$ cat src/rtl/ring_freq_counter.sv
// Ring-oscillator frequency counter. It synchronises ring_in, counts its rising
// edges over a window of GATE_CYCLES clk cycles, and latches the count for readout.
module ring_freq_counter #(
    parameter int GATE_CYCLES = 1024,
    parameter int COUNT_W     = 16,
    parameter int SYNC_STAGES = 2
) (
    input  logic               clk,
    input  logic               rst,
    input  logic               ring_in,
    input  logic               enable,
    input  logic               start,
    input  logic               continuous,
    output logic [COUNT_W-1:0] count_out,
    output logic               overflow,
    output logic               valid,
    output logic               busy
);

    localparam int WIN_W = $clog2(GATE_CYCLES);
    localparam logic [WIN_W-1:0]   WIN_LAST = WIN_W'(GATE_CYCLES - 1);
    localparam logic [COUNT_W-1:0] CNT_MAX  = {COUNT_W{1'b1}};

    typedef enum logic [1:0] {
        IDLE = 2'd0,
        GATE = 2'd1,
        DONE = 2'd2
    } state_e;

    logic [SYNC_STAGES-1:0] sync_q;
    logic                   prev_q;
    logic                   rise_s;
    state_e                 state_q, state_d;
    logic [WIN_W-1:0]       win_q, win_d;
    logic [COUNT_W-1:0]     edge_q, edge_d;
    logic                   ovf_q, ovf_d;
    logic [COUNT_W-1:0]     count_q, count_d;
    logic                   overflow_q, overflow_d;
    logic                   valid_q, valid_d;
    logic                   busy_q, busy_d;

    // Synchroniser chain plus the previous-sample flop used for edge detection.
    always_ff @(posedge clk or posedge rst) begin
        if (rst) begin
            sync_q <= {SYNC_STAGES{1'b0}};
            prev_q <= 1'b0;
        end else begin
            sync_q <= {sync_q[SYNC_STAGES-2:0], ring_in};
            prev_q <= sync_q[SYNC_STAGES-1];
        end
    end

    // Rings faster than clk/2 alias here; nothing detects that.
    assign rise_s = sync_q[SYNC_STAGES-1] & ~prev_q;

    // Next-state, window/edge counting and result latching.
    always_comb begin
        state_d    = state_q;
        win_d      = win_q;
        edge_d     = edge_q;
        ovf_d      = ovf_q;
        count_d    = count_q;
        overflow_d = overflow_q;
        case (state_q)
            IDLE: begin
                if (enable && (start || continuous)) begin
                    state_d = GATE;
                    win_d   = {WIN_W{1'b0}};
                    edge_d  = {COUNT_W{1'b0}};
                    ovf_d   = 1'b0;
                end else begin
                    state_d = IDLE;
                end
            end
            GATE: begin
                if (!enable) begin
                    state_d = IDLE;
                end else begin
                    if (rise_s) begin
                        if (edge_q == CNT_MAX) begin
                            ovf_d = 1'b1;
                        end else begin
                            edge_d = edge_q + COUNT_W'(1);
                        end
                    end else begin
                        edge_d = edge_q;
                    end
                    // The rise seen in the final window cycle is part of the result.
                    if (win_q == WIN_LAST) begin
                        count_d    = edge_d;
                        overflow_d = ovf_d;
                        state_d    = DONE;
                    end else begin
                        win_d = win_q + WIN_W'(1);
                    end
                end
            end
            DONE: begin
                if (enable && continuous) begin
                    state_d = GATE;
                    win_d   = {WIN_W{1'b0}};
                    edge_d  = {COUNT_W{1'b0}};
                    ovf_d   = 1'b0;
                end else begin
                    state_d = IDLE;
                end
            end
            default: begin
                state_d = IDLE;
            end
        endcase
        valid_d = (state_d == DONE);
        busy_d  = (state_d != IDLE);
    end

    // State, counters and registered outputs.
    always_ff @(posedge clk or posedge rst) begin
        if (rst) begin
            state_q    <= IDLE;
            win_q      <= {WIN_W{1'b0}};
            edge_q     <= {COUNT_W{1'b0}};
            ovf_q      <= 1'b0;
            count_q    <= {COUNT_W{1'b0}};
            overflow_q <= 1'b0;
            valid_q    <= 1'b0;
            busy_q     <= 1'b0;
        end else begin
            state_q    <= state_d;
            win_q      <= win_d;
            edge_q     <= edge_d;
            ovf_q      <= ovf_d;
            count_q    <= count_d;
            overflow_q <= overflow_d;
            valid_q    <= valid_d;
            busy_q     <= busy_d;
        end
    end

    assign count_out = count_q;
    assign overflow  = overflow_q;
    assign valid     = valid_q;
    assign busy      = busy_q;

endmodule

$ cat config.mk
export PLATFORM = sky130hd
export DESIGN_NAME = ring_freq_counter
export DESIGN_NICKNAME = d
export VERILOG_FILES = /design/src/rtl/ring_freq_counter.sv
export SDC_FILE = /design/constraint.sdc
export NUM_CORES = 1
export LEC_CHECK = 0
export ABC_AREA = 1
export CORE_UTILIZATION = 57
export CTS_CLUSTER_SIZE = 25
export DETAILED_ROUTE_END_ITERATION = 10
export GPL_TIMING_DRIVEN = 0
export PLACE_DENSITY = 0.79
export SETUP_SLACK_MARGIN = 0.02
export SYNTH_ARGS = -nofsm -noshare
export SYNTH_HDL_FRONTEND = slang
export SYNTH_SLANG_ARGS = --single-unit
$ cat constraint.sdc
create_clock -name clk -period 1.9 [get_ports clk]
set_input_delay 0.285 -clock clk [delete_from_list [all_inputs] [get_ports clk]]
set_output_delay 0.285 -clock clk [all_outputs]
set_load 0.1 [all_outputs]
# Yosys cells after proc, flatten, opt, wreduce, memory -nomap -nowiden
# Cells that the tools add are included.
classes:
  mul: 0
  magnitude_cmp: 0
  n_reduce_logical: 9
  add_sub_neg: 2
  shift: 0
  bitwise_logic: 2
  n_eq_ne: 9
  n_div: 0
  n_mux: 22
op_table:
  columns: ["operator", "count"]
  rows:
  - ["16-bit two-way mux", 5]
  - ["16-bit one-hot mux with 3 select lines", 1]
  - ["10-bit two-way mux", 4]
  - ["10-bit one-hot mux with 3 select lines", 1]
  - ["16-bit by 1-bit adder with 16-bit output (second input constant)", 1]
  - ["16-bit equality test (second input constant)", 1]
  - ["10-bit by 1-bit adder with 10-bit output (second input constant)", 1]
  - ["10-bit equality test (second input constant)", 1]
  - ["2-bit != test (second input constant)", 4]
  - ["1-bit two-way mux", 7]
  - ["2-bit one-hot mux with 3 select lines", 1]
  - ["5-bit AND reduction", 1]
  - ["2-bit equality test (second input constant)", 2]
  - ["2-bit two-way mux", 2]
  - ["4-bit AND reduction", 1]
  - ["1-bit one-hot mux with 3 select lines", 1]
  - ["3-bit AND reduction", 1]
  - ["3-bit nonzero test", 1]
  - ["2-bit by 1-bit equality test with 1-bit output (second input constant)", 1]
  - ["1-bit logical AND", 2]
  - ["2-bit zero test", 1]
  - ["2-bit nonzero test", 1]
  - ["1-bit bitwise AND", 1]
  - ["1-bit logical OR", 1]
  - ["1-bit NOT", 1]
word_totals:
  mem_bits_rw: 0
  regBits: 51
  in_bits: 6
  out_inout_bits: 19
  romBits: 0
  latch_bits: 0
  elab_cells: 54
  memories: 0

# Longest topological paths before layout
logic_depth:
  ltp_word: 5
  ltp_mapped: 10
  depth_no_buf: 10

# Worst setup path before layout
# No wires, ideal clock.
synth_timing:
  kind: "register -> register"
  from: "register win_q[0]"
  to: "register count_q[0] (netlist: count_out[0])"
  setup_time_ns: 0.120
  n_path_buf: 1
  required_ns: 1.780
  arrival_ns: 1.462
  synth_period_minus_slack_ns: 1.582
  path_stages_with_launch: 10
  path_slack_ns: 0.318
  cell_sequence: "dfrtp_1 > ha_1 > nand2_1 > nor2_2 > nand4_4 > nor2_8 > inv_4 > buf_6 > nand2_1 > nand2_1"
synth_via:
  elab_chain_cells: 2
synth_rtl:
  columns: ["element", "line", "text"]
  rows:
  - ["start, declared", "34", "logic [WIN_W-1:0] win_q, win_d;"]
  - ["start signal, assigned", "120", "win_q <= {WIN_W{1'b0}};"]
  - ["start signal, assigned", "129", "win_q <= win_d;"]
  - ["10-bit equality test", "89", "if (win_q == WIN_LAST) begin"]
  - ["3-bit AND reduction (no line)", null, null]
  - ["end signal, assigned", "123", "count_q <= {COUNT_W{1'b0}};"]
  - ["end signal, assigned", "132", "count_q <= count_d;"]
  - ["end, declared", "37", "logic [COUNT_W-1:0] count_q, count_d;"]
# No other way between the ends.
# A chain may end at the register's enable or synchronous reset.

# Worst setup path in the final report
layout_timing:
  from: "register count_q[15] (netlist: count_out[15])"
  to: "output port count_out[15]"
layout_lines:
  columns: ["element", "line", "text"]
  rows:
  - ["end, declared", "14", "output logic [COUNT_W-1:0] count_out,"]
# No word-level cell between the ends.

==> impl_results.md <==
* Status: finished with violations
* Failing checks: design-rule violations
* Mapped Cells at about 360
* Top cells by count, synth: 136 x nand2_1, 51 x dfrtp_1, 47 x nand3_1
* Cell area after synthesis at roughly 2700 sq um
* # IOs at 25
* WL/cell at about 13 microns
* Syn Nets at approximately 370
* Worst Setup End Kind: output pin
* Final slew viol count at 0
* # fillers at approximately 360
* Nets@finish at 400
* DR iter-0 viols at slightly below 200
* Hold buffer count at CTS at 0
* Routed Antenna Nets at 0
* Input/output buffers at 24
* Internal power component at between 1.5 and 2 mW
* Starting Density at 0.606
* EDFF count, synth at 0
* Worst reg2reg path startpoint: edge_q[13]
* Top_reg_cell synth: dfrtp_1
* Crit-path slowest cell: dlygate4sd2_1
* Share of total power in sequential cells at 0.512
* Power, Total at roughly 2.4 mW
* Worst Path Max Fanout at 2
* Area after DPL at roughly 3000 sq um
* Design Area, Final at ~3200 sq um
* CTS tree: built
* Max_slew headroom at 0.363
* Root Driver: clkbuf_8
* Chip Width at between 70 and 80 microns
* Vias in the first global route at between 2000 and 2500
* Post-route DRC at 2
* WHS at 0.255 ns
* Die H at 70.8 microns
* Post-DP HPWL at between 4000 and 5000 microns
* Ant. Diodes at 0
* Die area at about 5000 sq um
* VDD IR max at between 0.5 and 0.6 mV
* Clock Power Share at 0.331
* Comb pwr share at 0.156
* Hold/Removal Path Class: in2async
* Total CTS buffers at 5
* Sw Pwr at a little under 0.7 mW
* WL final at approximately 5900 microns
* Tot GR Track Use at 0.254
* Top-area cell type share of the netlist area at 0.474
* Count leader, synth: nand2_1
* # H-tree levels at 2
* Largest net degree at the start of global routing at 38
* Cell area power density at 752 nW/um^2
* Final core occ at 0.714
* Site Rows at 24
* Sequential area share after synthesis at 0.474
* Share of post-route cells with drive strength above 1 at 0.0840
* Origin of the worst setup path: count_out[15]
* Setup Skew at roughly 0.011 ns
* Async set-reset flop share out of synthesis at 1.00
* Via count at ~2400
* DR pass1 iterations at 8
* Critical path buffers and inverters at 1
* Kind of critical path: reg2out
* CP delay by family, top: buffers and inverters
* Slew @ Worst Pin at 0.960 ns
* Post-synthesis cell type with the largest combined area: dfrtp_1
* Core box area at 4440 sq um
* Crit start category: register
* Max-cap violations at 0
* CP Cell Sequence: dlygate4sd2_1
* Routability cong. at between 0.9 and 1
* CP Data Required Time at approximately 1.6 ns
* Synth area leaders: dfrtp_1 47%, nand2_1 19%, nand3_1 8.7%
* Final hold violations at 0
* Final worst-path cycle share at 0.963
* Fmax at roughly 0.55 GHz
* First-pass GRT wire length at 9880 microns
* Area of the multi-input gates at 1250 sq um
* Placed insts at 434
* Area Growth Syn to Fin at 17.7%
* RSZ-0062 raised after global routing: no
* Leak at 1.70 nW
* Initial antenna violation count at 0
* Avg Cell Area, Syn at roughly 7.5 sq um
* Max Root-Sink Buffers at 2
* DR vias/cell at approximately 5.3
* # setup viols final at 0
* CTS Sinks at 51
* Worst EP arrival at 1.54 ns
* FF+latch count, synth at 51
* Clock Latency Late Sink at slightly above 0.3 ns
* Clk pin slew, worst setup/hold paths at approximately 0.09 ns
* Tmin final at around 1.8 ns
* Ys Warns at 0
* Synth unique cells at 28
* Sequential cell area at about 1300 sq um
* Global route overflow at 0
* CP peak stage delay at approximately 0.86 ns
* Switching part of the total power at 0.291
* Final std cells w/o fill at 445
## sequential cells by signal, indices dropped and copies added, names as in the netlist
signal     flops
valid          1
win_q         10
count_out     16
busy           1
overflow       1
edge_q        16
state_q        2
prev_q         1
sync_q         2
ovf_q          1
## layout make-up
| type | instances | area share |
|---|---|---|
| inverters | 42 | 0.0505 |
| multi-input cells | 257 | 0.393 |
| clock buffers | 6 | 0.0260 |
| clock inverters | 2 | 0.0110 |
| repair buffers | 28 | 0.0817 |
| flip-flops and latches | 51 | 0.402 |
| plain buffers | 7 | 0.0150 |
| well taps | 52 | 0.0205 |
## power groups by stage
stage	logic [mW]	registers, mW	clock network [mW]
after floorplan	0.232	1.26	0
after global placement	0.347	1.24	0
after detailed placement	0.365	1.24	0
after CTS	0.364	1.22	0.801
after global routing	0.424	1.23	0.839
final	0.372	1.22	0.791
## path summary, 6_finish.rpt
check                      slack (ns)  cells past startpoint            end
max                              0.07                      1  count_out[15]
min                              0.26                      2           busy
max reg2reg                      0.17                      8      edge_q[1]
min reg2reg                      0.36                      0      sync_q[1]
max in group asynchronous        1.14                      3      edge_q[0]
min in group clk                 0.36                      0      sync_q[1]
## metrics by stage
stage	worst slack, ns	TNS, ns
2_1_floorplan	0.318	0
3_3_place_gp	-0.550	-27.95
3_5_place_dp	-0.0735	-0.445
4_1_cts	0.0455	0
5_1_grt	0.0203	0
6_report	0.0702	0
## layer usage
| layer | routed length [microns] | vias to the layer above | track usage |
|---|---|---|---|
| li1 | - | 1195 | - |
| met1 | 2600 | 1107 | 0.320 |
| met2 | 2910 | 56 | 0.431 |
| met3 | 255 | 9 | 0.0484 |
| met4 | 113 | 0 | 0.111 |
| met5 | 0 | - | 0 |
## cells by family after synthesis
group	share of synthesized area
compound gates	0.0413
xor+xnor	0.0358
fa+ha+maj	0.00928
buf+inv	0.0766
flops	0.474
simple gates	0.364
## layout by cell type (no fill, tap or decap), types with 2 or more instances in the layout
cell type	Yosys	final
nand2_1	136	136
nand3_1	47	46
xnor2_1	3	3
nor2_1	25	24
nand4_4	1	2
clkbuf_8	0	6
xor2_1	8	8
inv_1	38	37
clkdlybuf4s50_1	0	5
clkbuf_1	2	2
dfrtp_1	51	51
dlygate4sd2_1	0	19
buf_4	1	4
nor2_4	0	3
nand4_1	7	7
buf_6	2	2
o21ai_0	17	17
inv_2	3	4
## what timing repair did
| action | CTS | global route |
|---|---|---|
| pin swaps | 0 | 1 |
| buffers inserted | 0 | 3 |
| gates resized for setup | 19 | 8 |
| cloned | 0 | 0 |
| hold endpoints to repair | 0 | 0 |
| endpoints found under the setup margin | 19 | 33 |
Note: power is estimated with default switching activity, not from simulation.
